[src/rtl/axis_fx3_slave_fifo_wr_if.sv]
// Purpose: bundles the AXI-Stream sink side and the FX3 slave-FIFO write pins of the FX3 writer.
// Latency: none; this is wiring only.
// Backpressure: s_axis_tready is driven by the writer and flows back to the stream source.
interface axis_fx3_slave_fifo_wr_if #(
  parameter int DATA_WIDTH = 32
);
  logic [DATA_WIDTH-1:0] s_axis_tdata;
  logic                  s_axis_tvalid;
  logic                  s_axis_tlast;
  logic                  s_axis_tready;
  logic [DATA_WIDTH-1:0] fx3_dq;
  logic [1:0]            fx3_addr;
  logic                  fx3_slcs_n;
  logic                  fx3_slwr_n;
  logic                  fx3_pktend_n;
  logic                  fx3_sloe_n;
  logic                  fx3_slrd_n;
  logic                  fx3_flaga;
  logic                  fx3_flagb;

  // Writer side: consumes the stream and the FX3 flags, drives the FX3 pins.
  modport slave (
    input  s_axis_tdata, s_axis_tvalid, s_axis_tlast, fx3_flaga, fx3_flagb,
    output s_axis_tready, fx3_dq, fx3_addr, fx3_slcs_n, fx3_slwr_n,
           fx3_pktend_n, fx3_sloe_n, fx3_slrd_n
  );

  // Environment side: stream source plus the FX3 device model.
  modport master (
    output s_axis_tdata, s_axis_tvalid, s_axis_tlast, fx3_flaga, fx3_flagb,
    input  s_axis_tready, fx3_dq, fx3_addr, fx3_slcs_n, fx3_slwr_n,
           fx3_pktend_n, fx3_sloe_n, fx3_slrd_n
  );
endinterface

[src/rtl/axis_fx3_slave_fifo_wr.sv]
// Purpose: drains an AXI-Stream into the FX3 GPIF-II slave FIFO, one DMA buffer of BURST_LEN words at a time.
// Latency: an accepted beat appears on fx3_dq with fx3_slwr_n low exactly one cycle later.
// Backpressure: tready drops while flagb signals the watermark, and during IDLE/COOLDOWN.
module axis_fx3_slave_fifo_wr #(
  parameter int         DATA_WIDTH   = 32,
  parameter int         BURST_LEN    = 1024,
  parameter int         FLAG_LATENCY = 3,
  parameter logic [1:0] THREAD_ADDR  = 2'b00
) (
  input  logic                         aclk,
  input  logic                         areset,
  axis_fx3_slave_fifo_wr_if.slave      bus,
  output logic                         busy,
  output logic [15:0]                  pkt_cnt
);

  typedef enum logic [1:0] {IDLE, BURST, COOLDOWN} state_t;

  localparam logic [15:0] BLEN     = 16'(BURST_LEN);
  localparam logic [3:0]  LAT_LAST = 4'(FLAG_LATENCY - 1);

  state_t                state_q, state_d;
  logic [15:0]           wcnt_q, wcnt_d;
  logic [3:0]            lat_q, lat_d;
  logic [15:0]           pkt_cnt_q, pkt_cnt_d;
  logic [DATA_WIDTH-1:0] dq_q, dq_d;
  logic                  slwr_n_q, slwr_n_d;
  logic                  pktend_n_q, pktend_n_d;
  logic                  slcs_n_q, slcs_n_d;
  logic                  tready;
  logic                  accept;
  logic [15:0]           wcnt_inc;

  // Ready never looks at tvalid; wcnt<BLEN is a guard, the FSM leaves BURST once the buffer fills.
  assign tready   = (state_q == BURST) && bus.fx3_flagb && (wcnt_q < BLEN);
  assign accept   = bus.s_axis_tvalid && tready;
  assign wcnt_inc = wcnt_q + 16'd1;

  // Next-state and registered-output decode; a full buffer wins over tlast so no pktend is sent.
  always_comb begin
    state_d    = state_q;
    wcnt_d     = wcnt_q;
    lat_d      = lat_q;
    pkt_cnt_d  = pkt_cnt_q;
    dq_d       = dq_q;
    slwr_n_d   = 1'b1;
    pktend_n_d = 1'b1;
    case (state_q)
      IDLE: begin
        if (bus.fx3_flaga && bus.s_axis_tvalid) state_d = BURST;
      end
      BURST: begin
        if (accept) begin
          wcnt_d   = wcnt_inc;
          dq_d     = bus.s_axis_tdata;
          slwr_n_d = 1'b0;
          if (wcnt_inc == BLEN) begin
            state_d = COOLDOWN;
          end else if (bus.s_axis_tlast) begin
            pktend_n_d = 1'b0;
            state_d    = COOLDOWN;
          end
          if (state_d == COOLDOWN) begin
            pkt_cnt_d = pkt_cnt_q + 16'd1;
            lat_d     = 4'd0;
          end
        end
      end
      COOLDOWN: begin
        if (lat_q == LAT_LAST) begin
          wcnt_d  = 16'd0;
          state_d = IDLE;
        end else begin
          lat_d = lat_q + 4'd1;
        end
      end
      default: state_d = IDLE;
    endcase
    // Registered from the next state so chip select lines up with the state it belongs to.
    slcs_n_d = (state_d == IDLE);
  end

  // State and FX3 pin registers; reset drops any partially written buffer without a commit.
  always_ff @(posedge aclk) begin
    if (areset) begin
      state_q    <= IDLE;
      wcnt_q     <= '0;
      lat_q      <= '0;
      pkt_cnt_q  <= '0;
      dq_q       <= '0;
      slwr_n_q   <= 1'b1;
      pktend_n_q <= 1'b1;
      slcs_n_q   <= 1'b1;
    end else begin
      state_q    <= state_d;
      wcnt_q     <= wcnt_d;
      lat_q      <= lat_d;
      pkt_cnt_q  <= pkt_cnt_d;
      dq_q       <= dq_d;
      slwr_n_q   <= slwr_n_d;
      pktend_n_q <= pktend_n_d;
      slcs_n_q   <= slcs_n_d;
    end
  end

  assign bus.s_axis_tready = tready;
  assign bus.fx3_dq        = dq_q;
  assign bus.fx3_addr      = THREAD_ADDR;
  assign bus.fx3_slcs_n    = slcs_n_q;
  assign bus.fx3_slwr_n    = slwr_n_q;
  assign bus.fx3_pktend_n  = pktend_n_q;
  assign bus.fx3_sloe_n    = 1'b1;
  assign bus.fx3_slrd_n    = 1'b1;
  assign busy              = (state_q != IDLE);
  assign pkt_cnt           = pkt_cnt_q;

endmodule

[src/flat_wrapper.sv]
// flat-port wrapper written by rule: the top's interface ports become plain ports
module axis_fx3_slave_fifo_wr_flat 
#(
  parameter int         DATA_WIDTH   = 32,
  parameter int         BURST_LEN    = 1024,
  parameter int         FLAG_LATENCY = 3,
  parameter logic [1:0] THREAD_ADDR  = 2'b00
)
  (aclk, areset, busy, pkt_cnt, bus_s_axis_tdata, bus_s_axis_tvalid, bus_s_axis_tlast, bus_fx3_flaga, bus_fx3_flagb, bus_s_axis_tready, bus_fx3_dq, bus_fx3_addr, bus_fx3_slcs_n, bus_fx3_slwr_n, bus_fx3_pktend_n, bus_fx3_sloe_n, bus_fx3_slrd_n);
  axis_fx3_slave_fifo_wr_if #(.DATA_WIDTH(DATA_WIDTH)) bus_i ();
  input  logic aclk;
  input  logic areset;
  output logic busy;
  output logic [15:0] pkt_cnt;
  input wire logic [$bits(bus_i.s_axis_tdata)-1:0] bus_s_axis_tdata;
  input wire logic [$bits(bus_i.s_axis_tvalid)-1:0] bus_s_axis_tvalid;
  input wire logic [$bits(bus_i.s_axis_tlast)-1:0] bus_s_axis_tlast;
  input wire logic [$bits(bus_i.fx3_flaga)-1:0] bus_fx3_flaga;
  input wire logic [$bits(bus_i.fx3_flagb)-1:0] bus_fx3_flagb;
  output wire logic [$bits(bus_i.s_axis_tready)-1:0] bus_s_axis_tready;
  output wire logic [$bits(bus_i.fx3_dq)-1:0] bus_fx3_dq;
  output wire logic [$bits(bus_i.fx3_addr)-1:0] bus_fx3_addr;
  output wire logic [$bits(bus_i.fx3_slcs_n)-1:0] bus_fx3_slcs_n;
  output wire logic [$bits(bus_i.fx3_slwr_n)-1:0] bus_fx3_slwr_n;
  output wire logic [$bits(bus_i.fx3_pktend_n)-1:0] bus_fx3_pktend_n;
  output wire logic [$bits(bus_i.fx3_sloe_n)-1:0] bus_fx3_sloe_n;
  output wire logic [$bits(bus_i.fx3_slrd_n)-1:0] bus_fx3_slrd_n;
  assign bus_i.s_axis_tdata = bus_s_axis_tdata;
  assign bus_i.s_axis_tvalid = bus_s_axis_tvalid;
  assign bus_i.s_axis_tlast = bus_s_axis_tlast;
  assign bus_i.fx3_flaga = bus_fx3_flaga;
  assign bus_i.fx3_flagb = bus_fx3_flagb;
  assign bus_s_axis_tready = bus_i.s_axis_tready;
  assign bus_fx3_dq = bus_i.fx3_dq;
  assign bus_fx3_addr = bus_i.fx3_addr;
  assign bus_fx3_slcs_n = bus_i.fx3_slcs_n;
  assign bus_fx3_slwr_n = bus_i.fx3_slwr_n;
  assign bus_fx3_pktend_n = bus_i.fx3_pktend_n;
  assign bus_fx3_sloe_n = bus_i.fx3_sloe_n;
  assign bus_fx3_slrd_n = bus_i.fx3_slrd_n;
  axis_fx3_slave_fifo_wr #(.DATA_WIDTH(DATA_WIDTH), .BURST_LEN(BURST_LEN), .FLAG_LATENCY(FLAG_LATENCY), .THREAD_ADDR(THREAD_ADDR)) u_core (.aclk(aclk), .areset(areset), .bus(bus_i), .busy(busy), .pkt_cnt(pkt_cnt));
endmodule
[config.mk]
export PLATFORM = sky130hd
export DESIGN_NAME = axis_fx3_slave_fifo_wr_flat
export DESIGN_NICKNAME = d
export VERILOG_FILES = /design/src/rtl/axis_fx3_slave_fifo_wr_if.sv /design/src/rtl/axis_fx3_slave_fifo_wr.sv /design/src/flat_wrapper.sv
export SDC_FILE = /design/constraint.sdc
export NUM_CORES = 1
export LEC_CHECK = 0
export CORE_AREA = 8 8 95 97
export DETAILED_ROUTE_END_ITERATION = 6
export DIE_AREA = 0 0 103 105
export HOLD_SLACK_MARGIN = 0.08
export PLACE_DENSITY = 0.85
export SETUP_SLACK_MARGIN = 0.4
export SLEW_MARGIN = 20
export SYNTH_ARGS = -nofsm -noshare
export SYNTH_HDL_FRONTEND = slang
export SYNTH_SLANG_ARGS = --single-unit
[constraint.sdc]
create_clock -name aclk -period 3.4 [get_ports aclk]
set_input_delay 0.68 -clock aclk [delete_from_list [all_inputs] [get_ports aclk]]
set_output_delay 0.68 -clock aclk [all_outputs]
set_load 0.01 [all_outputs]
# Yosys cells after proc, flatten, opt, wreduce, memory -nomap -nowiden
# Cells that the tools add are included.
[word_totals] ff_bits=73 in_bits=38 out_inout_bits=57 elab_cells=54
[classes] n_addsub=3 magnitude_cmp=1 n_eq_ne=9 mux=17 bitwise_logic=2 n_reduce_logical=14
[op_table] cell="16-bit by 1-bit adder with 16-bit output (second input constant)" count=2
[op_table] cell="16-bit two-way mux" count=2
[op_table] cell="16-bit case mux with 2 select lines" count=1
[op_table] cell="16-bit by 11-bit == test with 1-bit output (second input constant)" count=1
[op_table] cell="16-bit by 11-bit less-than comparator with 1-bit output (second input constant)" count=1
[op_table] cell="2-bit two-way mux" count=7
[op_table] cell="4-bit two-way mux" count=3
[op_table] cell="4-bit case mux with 2 select lines" count=1
[op_table] cell="2-bit case mux with 3 select lines" count=1
[op_table] cell="3-bit AND reduction" count=2
[op_table] cell="4-bit by 1-bit adder with 4-bit output (second input constant)" count=1
[op_table] cell="2-bit == test (second input constant)" count=2
[op_table] cell="4-bit by 2-bit == test with 1-bit output (second input constant)" count=1
[op_table] cell="1-bit logical AND" count=4
[op_table] cell="2-bit logical NOT" count=2
[op_table] cell="2-bit by 1-bit inequality test with 1-bit output (second input constant)" count=2
[op_table] cell="2-bit inequality test (second input constant)" count=2
[op_table] cell="4-bit AND reduction" count=1
[op_table] cell="2-bit nonzero test" count=2
[op_table] cell="4-bit OR reduction" count=1
[op_table] cell="2-bit by 1-bit == test with 1-bit output (second input constant)" count=1
[op_table] cell="1-bit two-way mux" count=2
[op_table] cell="1-bit inverter" count=2
[op_table] cell="2-bit AND reduction" count=1
[op_table] cell="2-bit OR reduction" count=1

# Longest topological paths before layout
# Gate-level depths: netlist (run 1).
[logic_depth] word_depth=10 mapped_depth=12 mapped_depth_nobuf=9

# Worst setup path before layout (run 1)
# OpenSTA, ideal clock, no wires.
[synth_path] path_type="register -> register" from="reg u_core.wcnt_q[0]" to="reg u_core.pkt_cnt_q[12], in the netlist u_core.pkt_cnt[12]" setup_time_ns=0.121 arrival_ns=2.478 required_ns=3.279 path_slack_ns=0.801 path_stages_with_launch=10 n_path_buf=1 synth_period_minus_slack_ns=2.599 cell_sequence="dfxtp_1 ha_1 nand3_1 nor3_1 mux2i_1 nand4bb_1 o21a_1 buf_6 nor4_1 mux2_2"
[synth_between] elab_chain_len=7 word_cells_on_any_way=10 cone_classes="add/sub (1); order compare (1); eq/ne (2); mux (3); reduce/logical (3)"
[synth_lines] item="start, declared" line_no="axis_fx3_slave_fifo_wr.sv:23" source="logic [15:0] wcnt_q, wcnt_d;"
[synth_lines] item="start signal, assigned" line_no="axis_fx3_slave_fifo_wr.sv:96" source="wcnt_q <= wcnt_d;"
[synth_lines] item="16-bit by 1-bit adder with 16-bit output" line_no="axis_fx3_slave_fifo_wr.sv:37" source="assign wcnt_inc = wcnt_q + 16'd1;"
[synth_lines] item="16-bit by 11-bit == test with 1-bit output" line_no="axis_fx3_slave_fifo_wr.sv:57" source="if (wcnt_inc == BLEN) begin"
[synth_lines] item="2-bit two-way mux" line_no="axis_fx3_slave_fifo_wr.sv:57"
[synth_lines] item="2-bit two-way mux" line_no="axis_fx3_slave_fifo_wr.sv:53" source="if (accept) begin"
[synth_lines] item="2-bit two-way mux" line_no="axis_fx3_slave_fifo_wr.sv:48" source="case (state_q)"
[synth_lines] item="2-bit == test" line_no="axis_fx3_slave_fifo_wr.sv:63" source="if (state_d == COOLDOWN) begin"
[synth_lines] item="3-bit AND reduction (no line) (*)"
[synth_lines] item="end signal, assigned" line_no="axis_fx3_slave_fifo_wr.sv:98" source="pkt_cnt_q <= pkt_cnt_d;"
[synth_lines] item="end, declared" line_no="axis_fx3_slave_fifo_wr.sv:25" source="logic [15:0] pkt_cnt_q, pkt_cnt_d;"
# Every way passes the cells marked *; elsewhere a longest branch is shown, timed or not. The select of a mux whose other input is x is not followed.
# A chain may end at the register's enable or synchronous reset.

# Worst setup path in the final report (run 1)
[layout_path] from="reg u_core.wcnt_q[1]" to="reg u_core.pkt_cnt_q[11], in the netlist u_core.pkt_cnt[11]"
# Same word-level chain as after synthesis.

==> flow_metrics.env, run 1 <==
export IMPL_synth_compound_area_share_pct=20.8
export IMPL_worst_ep_arrival_time_ns=3.07
export IMPL_maxCapViolCount=0
export IMPL_yosys_area_top_type="dfxtp_1"
export IMPL_final_antenna_net_count=0
export IMPL_fill_cells=639
export IMPL_slew_viol_final=0
export IMPL_hold_path_cell_count=2
export IMPL_drt_pass1_iterations=5
export IMPL_finalClockSkew_ns=0.0108
export IMPL_clkSlewWorstSetupHoldPaths_ns=0.08
export IMPL_num_antenna_cells=0
export IMPL_fin_ws_ns=0.551
export IMPL_boundaryPins=95
export IMPL_die_x_um=103
export IMPL_synth_xor_area_share_pct=0.981
export IMPL_worstHoldPathType="flop to flop"
export IMPL_antenna_found_initial=0
export IMPL_dieArea_um2=10800
export IMPL_timing_final_crit_share_pct=83.8
export IMPL_grt_pass1_wl_um=15300
export IMPL_htree_num_levels=3
export IMPL_yosys_warnings=0
export IMPL_critPathKind="flop to flop"
export IMPL_rr_worst_depth=9
export IMPL_stdcell_count=625
export IMPL_first_iter_violations=236
export IMPL_layout_drive_gt1_share_pct=7.27
export IMPL_syn_cell_area_um2=3570
export IMPL_yosys_area_share_simple_pct=26.7
export IMPL_track_usage_pct=17.2
export IMPL_start_util_pct=47.4
export IMPL_rrSetupSlack_ns=0.55
export IMPL_grt_pass1_vias=3283
export IMPL_outcome="finished clean"
export IMPL_required_ns=3.62
export IMPL_io_buffers=90
export IMPL_hpwlAfterDp_um=6870
export IMPL_fin_util_pct=62.5
export IMPL_route_met3_wl_um=744
export IMPL_routed_wl_um=9710
export IMPL_gp_congestion=0.930
export IMPL_pre_cts_ws_ns=0.277
export IMPL_end_kind="flop"
export IMPL_min_delay_worst_endpoint="u_core.bus.fx3_dq[4]"
export IMPL_finalCriticalPeriod_ns=2.85
export IMPL_dpl_cell_area_um2=4450
export IMPL_rsz0062_at_grt="true"
export IMPL_post_drt_wl_per_cell_um=15.5
export IMPL_grt_max_degree=69
export IMPL_dr_wl_met2_um=4800
export IMPL_via_count=3539
export IMPL_synthTopCellsByCount="84 x nand2_1, 73 x dfxtp_1, 54 x a21oi_1"
export IMPL_nNetsFinal=564
export IMPL_hp_start="u_core.bus.fx3_dq[4]"
export IMPL_gr_total_overflow=0
export IMPL_met1Wirelength_um=3980
export IMPL_syn_area_per_cell_um2=8.02
export IMPL_tns_ns=0
export IMPL_netlist_area_leader_share_pct=40.9
export IMPL_yosysMostFrequentCell="nand2_1"
export IMPL_cts_buffer_depth=2
export IMPL_max_vdd_ir_drop_mv=0.191
export IMPL_ys_types=59
export IMPL_clock_sinks=73
export IMPL_synth_edf_count=0
export IMPL_fmax_mhz=351
export IMPL_relSlewSlack_pct=53.2
export IMPL_cts_buffers=9
export IMPL_ys_async_sr_fraction_pct=0
export IMPL_final_area_um2=4700
export IMPL_tightestPinTransition_ns=0.702
export IMPL_ys_flop_type="dfxtp_1"
export IMPL_coreArea_um2=7530
export IMPL_hold_violations=0
export IMPL_dp_cells=608
export IMPL_reg2reg_from="u_core.wcnt_q[1]"
export IMPL_yosys_mux_area_fraction_pct=1.47
export IMPL_setup_viol=0
export IMPL_r2r_end="u_core.pkt_cnt[11]"
export IMPL_regArea_um2=1460
export IMPL_ys_seq_elements=73
export IMPL_synth_area_leaders="dfxtp_1 41%, nand2_1 8.8%, a21oi_1 7.6%"
export IMPL_seq_area_frac_synth_pct=40.9
export IMPL_die_height_um=105
export IMPL_multi_input_comb_area_um2=1920
export IMPL_avgViaCountPerCell=5.66
export IMPL_drc_errors=0
export IMPL_root_buffer="clkbuf_8"
export IMPL_cellPowerDensity_nw_per_um2=364
export IMPL_cts_tree="built"
export IMPL_syn2layout_area_growth_pct=31.7
export IMPL_synth_fa_ha_area_share_pct=2.80
export IMPL_clkLatencyLatePin_ns=0.34
export IMPL_rows=32
export IMPL_p_leak_nw=1.58
export IMPL_synth_top_family_by_area="simple AND/OR/NAND/NOR gates"
export IMPL_worstSetupStartpointType="flop"
export IMPL_path_max_fanout=19
export IMPL_top_layer="met4"
export IMPL_postSynthCellCount=445
==> power by group <==
part / total, mW / internal [mW] / switching, mW
combinational: 0.101 / 0.0543 / 0.0472
clock: 0.748 / 0.413 / 0.334
sequential: 0.861 / 0.858 / 0.00283
==> registers in the layout, summed over array words and instances (netlist names) <==
signal and cells:
u_core.bus.fx3_dq 32, u_core.pkt_cnt 16, u_core.wcnt_q 16, u_core.lat_q 4
u_core.state_q 2, u_core.bus.fx3_pktend_n 1, u_core.bus.fx3_slcs_n 1, u_core.bus.fx3_slwr_n 1
==> cells in the final DEF, fill, tap and decap left out, types with 4 or more instances in the layout <==
| cell type | instances |
|---|---|
| clkdlybuf4s50_1 | 89 |
| nand2_1 | 84 |
| dfxtp_1 | 72 |
| a21oi_1 | 54 |
| nor2_1 | 25 |
| nand3_1 | 13 |
| o21ai_0 | 11 |
| nand4_1 | 10 |
| inv_1 | 9 |
| nor4_1 | 9 |
| clkbuf_8 | 9 |
| nor3_1 | 8 |
| o31ai_1 | 7 |
| ha_1 | 7 |
| nand2b_1 | 6 |
| or4_1 | 6 |
| a211oi_1 | 5 |
| o21a_1 | 5 |
| a31oi_1 | 5 |
| a311oi_1 | 5 |
| buf_4 | 5 |
| and3_1 | 4 |
| conb_1 | 4 |
==> stage by stage <==
step / power (mW) / hold WS, ns
global placement: 0.978 / 0.441
detailed placement: 0.981 / 0.446
finish: 1.71 / 0.453
CTS: 1.72 / 0.457
global route: 1.77 / 0.470
floorplan: 0.923 / 0.450
==> metal layers <==
| metal | GRT usage, % | vias to the layer above |
|---|---|---|
| met2 | 28.8 | 134 |
| li1 | - | 1731 |
| met3 | 3.58 | 25 |
| met4 | 6.10 | 0 |
| met5 | 0 | - |
| met1 | 20.9 | 1649 |
==> worst max-delay path by stage <==
stage,start,end,slack [ns]
2_1_floorplan,u_core.wcnt_q[0],u_core.pkt_cnt[12],0.80
3_3_place_gp,u_core.wcnt_q[0],u_core.pkt_cnt[7],0.46
3_5_place_dp,u_core.wcnt_q[0],u_core.pkt_cnt[11],0.28
4_1_cts,u_core.wcnt_q[0],u_core.pkt_cnt[11],0.50
5_1_grt,u_core.wcnt_q[1],u_core.pkt_cnt[11],0.36
6_report,u_core.wcnt_q[1],u_core.pkt_cnt[11],0.55
==> area by class of cell <==
| type | count | share of cell area (%) |
|---|---|---|
| Clock buffer | 9 | 2.63 |
| Clock inverter | 7 | 2.02 |
| Inverter | 10 | 0.798 |
| Multi-Input combinational cell | 329 | 40.9 |
| Sequential cell | 73 | 31.1 |
| Tap cell | 102 | 2.71 |
| Timing Repair Buffer | 95 | 19.9 |
==> kinds of logic after synthesis <==
logic type / count (synthesis)
fa+ha+maj: 8
xor+xnor: 4
buf+inv: 45
other cells: 2
flops: 73
compound gates: 117
simple gates: 191
mux: 5
==> worst max-delay path: stages, from the launching register on <==
cell and delay [ns]:
dfxtp_1 0.44, ha_2 0.26, nand3_1 0.21, nor3_4 0.32
mux2i_2 0.30, nand4bb_1 0.20, o21a_4 0.33, buf_4 0.19
o311ai_0 0.35, o41ai_1 0.13
==> repair_timing <==
action / in CTS / in global routing
resized for setup: 2 / 5
setup endpoints to repair: 12 / 16
hold buffers: 0 / 0
pin swaps: 0 / 1
setup buffers: 0 / 1
Note: power is estimated with default switching activity, not from simulation.
==> inputs of run 2 (changes only) <==
--- a/config.mk
+++ b/config.mk
@@ -5,11 +5,11 @@
 export SDC_FILE = /design/constraint.sdc
 export NUM_CORES = 1
 export LEC_CHECK = 0
-export CORE_AREA = 8 8 95 97
+export CORE_AREA = 8 8 100 102
 export DETAILED_ROUTE_END_ITERATION = 6
-export DIE_AREA = 0 0 103 105
+export DIE_AREA = 0 0 108 110
 export HOLD_SLACK_MARGIN = 0.08
-export PLACE_DENSITY = 0.85
+export PLACE_DENSITY = 0.81
 export SETUP_SLACK_MARGIN = 0.4
 export SLEW_MARGIN = 20
 export SYNTH_ARGS = -nofsm -noshare
==> constraint.sdc (replaced) <==
create_clock -name aclk -period 2.4 [get_ports aclk]
set_input_delay 0.48 -clock aclk [delete_from_list [all_inputs] [get_ports aclk]]
set_output_delay 0.48 -clock aclk [all_outputs]
set_load 0.01 [all_outputs]
==> run 2 against run 1 <==
The run now ends with negative setup slack left; die area rose by 9.8%; cell count rose by 9.9%; cell area rose by 19%; first-iteration DRC count is 98% higher; utilization increased by 3.5 points; flip-flop and latch count did not move; clock-buffer cell count is 2 higher; non-clock buffer count grew 54; sequential power grew 41%; fmax is 11% higher; combinational power rose by 82%; critical path type unchanged.
==> flow_metrics.env, run 2 (same netlist as run 1, synthesis figures left out) <==
export IMPL_outcome="complete, but fails checks"
export IMPL_violations="negative setup slack"
export IMPL_hold_violations=0
export IMPL_rows=34
export IMPL_cts_buffers=9
export IMPL_r2r_end="u_core.pkt_cnt[7]"
export IMPL_grt_max_degree=37
export IMPL_nNetsFinal=620
export IMPL_slowest_delay_ns=0.41
export IMPL_cts_buffer_depth=2
export IMPL_grt_pass1_wl_um=16800
export IMPL_hpwlAfterDp_um=7490
export IMPL_gp_congestion=0.860
export IMPL_avgViaCountPerCell=5.84
export IMPL_fin_ws_ns=-0.172
export IMPL_dieArea_um2=11900
export IMPL_post_drt_wl_per_cell_um=18.6
export IMPL_first_iter_violations=467
export IMPL_grt_pass1_vias=3495
export IMPL_reg2reg_from="u_core.wcnt_q[1]"
export IMPL_root_buffer="clkbuf_8"
export IMPL_power_mw=2.40
export IMPL_worst_ep_arrival_time_ns=2.83
export IMPL_clkSlewWorstSetupHoldPaths_ns=0.09
export IMPL_worstSetupStartpointType="flop"
export IMPL_rr_worst_depth=9
export IMPL_routed_wl_um=12700
export IMPL_final_antenna_net_count=0
export IMPL_cp_slowest_cell="dfxtp_4"
export IMPL_cellPowerDensity_nw_per_um2=430
export IMPL_io_buffers=90
export IMPL_fmax_mhz=389
export IMPL_largest_reg_flops=32
export IMPL_path_buf_inv=2
export IMPL_path_max_fanout=7
export IMPL_maxCapViolCount=0
export IMPL_path_cells="nand4_1, nor3_2, mux2i_2, nand4bb_1, o21a_2, buf_4, clkbuf_16, o31a_1, o21a_1"
export IMPL_hp_start="u_core.bus.fx3_dq[23]"
export IMPL_clock_sinks=73
export IMPL_rrSetupSlack_ns=-0.17
export IMPL_start_util_pct=42.2
export IMPL_syn2layout_area_growth_pct=56.4
export IMPL_drc_errors=0
export IMPL_coreArea_um2=8470
export IMPL_gr_total_overflow=0
export IMPL_cts_tree="built"
export IMPL_final_common_cell="clkdlybuf4s50_1"
export IMPL_max_vdd_ir_drop_mv=0.251
export IMPL_critPathKind="flop to flop"
export IMPL_clkLatencyLatePin_ns=0.36
export IMPL_htree_num_levels=3
export IMPL_final_cell_mix="87 x clkdlybuf4s50_1, 81 x nand2_1, 59 x dfxtp_1, 47 x a21oi_1, 44 x buf_4"
export IMPL_hold_path_cell_count=2
export IMPL_finalCriticalPeriod_ns=2.57
export IMPL_rsz0062_at_grt="true"
export IMPL_end_kind="flop"
export IMPL_antenna_found_initial=0
export IMPL_num_antenna_cells=0
export IMPL_track_usage_pct=17.3
export IMPL_required_ns=2.66
export IMPL_die_height_um=110
export IMPL_tns_ns=-1.60
export IMPL_slew_viol_final=0
export IMPL_tightestPinTransition_ns=0.641
export IMPL_worstHoldPathType="flop to flop"
export IMPL_cp_top_family="simple AND/OR/NAND/NOR gates"
export IMPL_finalClockSkew_ns=0.0122
export IMPL_layout_drive_gt1_share_pct=27.8
export IMPL_timing_final_crit_share_pct=107
export IMPL_boundaryPins=95
export IMPL_p_leak_nw=1.95
export IMPL_hold_ws_ns=0.454
export IMPL_pre_cts_ws_ns=-0.0371
export IMPL_ctsHoldBuffers=0
export IMPL_setup_viol=16
export IMPL_min_delay_worst_endpoint="u_core.bus.fx3_dq[23]"
export IMPL_die_x_um=108
export IMPL_via_count=4012
export IMPL_relSlewSlack_pct=57.1
export IMPL_drt_pass1_iterations=6
[run 2: how the worst max path moves through the flow]
stage                 startpoint                end  slack, ns  cells after the start
6_report        u_core.wcnt_q[1]  u_core.pkt_cnt[7]      -0.17                      9
5_1_grt         u_core.wcnt_q[3]  u_core.pkt_cnt[3]      -0.27                      9
4_1_cts         u_core.wcnt_q[1]  u_core.pkt_cnt[3]        0.1                      9
3_5_place_dp       bus_fx3_flagb  u_core.pkt_cnt[3]      -0.04                      8
3_3_place_gp       bus_fx3_flagb  u_core.pkt_cnt[3]     -0.001                      8
2_1_floorplan  u_core.state_q[1]  u_core.pkt_cnt[3]       0.18                     11
[run 2: cell type report]
type                    count  area (µm²)
fillers                   636        2880
multi-input cells         331        2290
flip-flops and latches     73        1500
repair buffers            149        1420
clock buffers              11         141
well taps                 108         135
clock inverters             5        63.8
inverters                  10        40.0
[run 2: routing by layer]
metal  track usage, %  part of all wire, %  vias up
li1                 -                    -     1853
met1             20.4                   38     1890
met2             29.6                   50      210
met3             4.53                  8.0       59
met4             6.34                  3.9        0
met5                0                    0        -
[run 2: power by group]
group | internal [mW] | leakage, nW | switching (mW)
Sequential | 1.21 | 0.598 | 0.00442
Clock | 0.517 | 0.100 | 0.493
Combinational | 0.0962 | 1.25 | 0.0876
Total | 1.82 | 1.95 | 0.585
[run 2: through the flow]
stage               instances  area [µm²]  utilization, %
floorplan                 447        3690               -
global route              687        5590            66.0
CTS                       659        5020            59.3
finish                    687        5590            66.0
detailed placement        637        4750            56.1
global placement          637        4750            56.1
[run 2: repair_timing]
item | CTS | global route
setup endpoints to repair | 36 | 68
gates resized for setup | 13 | 94
buffers inserted | 6 | 21
gates cloned | 0 | 7
pin swaps | 3 | 37
[run 2: tightest hold or removal path, delay by kind of cell (launching register included)]
family | cells | cell delay [ns]
AND/OR/NAND/NOR | 1 | 0.05
flip-flops | 1 | 0.31
AO/OA/AOI/OAI | 1 | 0.05
==> inputs of run 3 (changes only) <==
--- a/config.mk
+++ b/config.mk
@@ -5,9 +5,9 @@
 export SDC_FILE = /design/constraint.sdc
 export NUM_CORES = 1
 export LEC_CHECK = 0
-export CORE_AREA = 8 8 100 102
+export CORE_AREA = 2 2 94 96
 export DETAILED_ROUTE_END_ITERATION = 6
-export DIE_AREA = 0 0 108 110
+export DIE_AREA = 0 0 96 98
 export HOLD_SLACK_MARGIN = 0.08
 export PLACE_DENSITY = 0.81
 export SETUP_SLACK_MARGIN = 0.4
==> run 3 against run 2 <==
The run still ends with negative setup slack left; cell area barely moved; die area fell by 21%; clock skew barely moved; sequential share of layout area fell by 0.34 points; combinational power rose by 3%; worst hold slack improved by 0.0027 ns; sequential power barely moved; first-iteration DRC count fell by 48%; via count fell by 1.2%; clock-buffer cell count fell by 1; utilization barely moved; critical path type unchanged; largest cell class unchanged.
==> flow_metrics.env, run 3 (same netlist as run 1, synthesis figures left out) <==
export IMPL_fin_ws_ns=-0.0487
export IMPL_die_x_um=96
export IMPL_grt_max_degree=33
export IMPL_root_buffer="clkbuf_8"
export IMPL_reg2reg_from="u_core.wcnt_q[5]"
export IMPL_fin_util_pct=66.0
export IMPL_post_drt_wl_per_cell_um=16.9
export IMPL_cts_buffer_depth=2
export IMPL_cts_tree="built"
export IMPL_clkLatencyLatePin_ns=0.35
export IMPL_layout_drive_gt1_share_pct=27.4
export IMPL_clkSlewWorstSetupHoldPaths_ns=0.08
export IMPL_clock_sinks=73
export IMPL_hp_start="u_core.bus.fx3_dq[25]"
export IMPL_routed_wl_um=11700
export IMPL_maxCapViolCount=0
export IMPL_cellPowerDensity_nw_per_um2=407
export IMPL_syn2layout_area_growth_pct=56.5
export IMPL_hpwlAfterDp_um=7130
export IMPL_rows=34
export IMPL_antenna_found_initial=0
export IMPL_fmax_mhz=408
export IMPL_stdcell_count=689
export IMPL_boundaryPins=95
export IMPL_dp_cells=652
export IMPL_slew_viol_final=0
export IMPL_final_area_um2=5590
export IMPL_hold_ws_ns=0.457
export IMPL_seqPwrFrac_pct=53.5
export IMPL_grt_pass1_vias=3572
export IMPL_nNetsFinal=622
export IMPL_max_vdd_ir_drop_mv=0.223
export IMPL_p_leak_nw=1.97
export IMPL_required_ns=2.64
export IMPL_drt_pass1_iterations=5
export IMPL_path_max_fanout=8
export IMPL_fill_cells=621
export IMPL_setup_viol=7
export IMPL_worstSetupStartpointType="flop"
export IMPL_drc_errors=0
export IMPL_first_iter_violations=242
export IMPL_finalCriticalPeriod_ns=2.45
export IMPL_multi_input_comb_area_um2=2320
export IMPL_gp_congestion=0.924
export IMPL_p_clk_share_pct=38.2
export IMPL_dieArea_um2=9410
export IMPL_start_util_pct=42.2
export IMPL_power_mw=2.28
export IMPL_regArea_um2=1480
export IMPL_cp_startpoint="u_core.wcnt_q[5]"
export IMPL_final_antenna_net_count=0
export IMPL_io_buffers=90
export IMPL_dpl_cell_area_um2=4870
export IMPL_hold_violations=0
export IMPL_critPathKind="flop to flop"
export IMPL_tns_ns=-0.206
export IMPL_htree_num_levels=3
export IMPL_via_count=3964
export IMPL_pre_cts_ws_ns=-0.122
export IMPL_die_height_um=98
export IMPL_avgViaCountPerCell=5.75
export IMPL_worst_ep_arrival_time_ns=2.69
export IMPL_relSlewSlack_pct=57.8
export IMPL_timing_final_crit_share_pct=102
export IMPL_final_common_cell="clkdlybuf4s50_1"
export IMPL_final_cell_mix="87 x clkdlybuf4s50_1, 82 x nand2_1, 64 x dfxtp_1, 51 x buf_4, 45 x a21oi_1"
export IMPL_end_kind="flop"
export IMPL_gr_total_overflow=0
export IMPL_switching_share_pct=25.7
export IMPL_coreArea_um2=8470
export IMPL_grt_pass1_wl_um=16600
export IMPL_worstHoldPathType="flop to flop"
export IMPL_outcome="complete, but fails checks"
export IMPL_rsz0062_at_grt="true"
export IMPL_largest_reg_flops=32
export IMPL_tightestPinTransition_ns=0.632
export IMPL_cts_buffers=9
export IMPL_p_switching_mw=0.584
export IMPL_finalClockSkew_ns=0.0126
export IMPL_p_comb_share_pct=8.3
export IMPL_power_internal_mw=1.69
export IMPL_track_usage_pct=22.1
export IMPL_num_antenna_cells=0
export IMPL_violations="negative setup slack"
-- run 3: layer usage --
layer  part of all wire (%)  up-vias  wire, µm  track usage [%]
met5                      0        -         0                0
met4                    4.2        0       485             10.5
met3                    8.1       51       950             4.86
met2                     51      204      5950             36.5
met1                     37     1862      4290             26.9
li1                       -     1847         -                -
-- run 3: worst paths after layout --
path / to / slack, ns / cells past startpoint
worst max register to register: u_core.pkt_cnt[12] / -0.05 / 8
worst min-delay path: u_core.bus.fx3_dq[25] / 0.46 / 2
worst min register to register: u_core.bus.fx3_dq[25] / 0.46 / 2
worst max-delay path: u_core.pkt_cnt[12] / -0.05 / 8
-- run 3: cell type report --
cell class,count,area share (%)
multi-input combinational,330,41.5
sequential,73,26.5
timing repair buffer,152,25.8
tap,108,2.42
clock buffer,10,2.28
clock inverter,6,0.761
inverter,10,0.717
-- run 3: timing repair --
| item | in CTS | in global routing |
|---|---|---|
| gates cloned | 0 | 2 |
| setup endpoints to repair | 30 | 40 |
| hold buffers | 0 | 0 |
| setup buffers | 6 | 13 |
| pin swaps | 12 | 27 |
| resized for setup | 27 | 70 |
-- run 3: critical path, stage by stage, from the launching register on --
cell,delay (ns)
dfxtp_2,0.43
nand3_2,0.19
nor3_4,0.30
mux2i_2,0.35
nand4bb_4,0.16
o21a_4,0.26
buf_6,0.14
nor4_2,0.15
mux2_2,0.36
-- run 3: power by group through the flow --
stage	clock, mW	combinational (mW)	sequential (mW)
final	0.869	0.189	1.22
after global routing	0.944	0.201	1.22
after CTS	0.879	0.160	1.22
after detailed placement	0	0.158	1.25
after global placement	0	0.156	1.25
after floorplan	0	0.0602	1.25
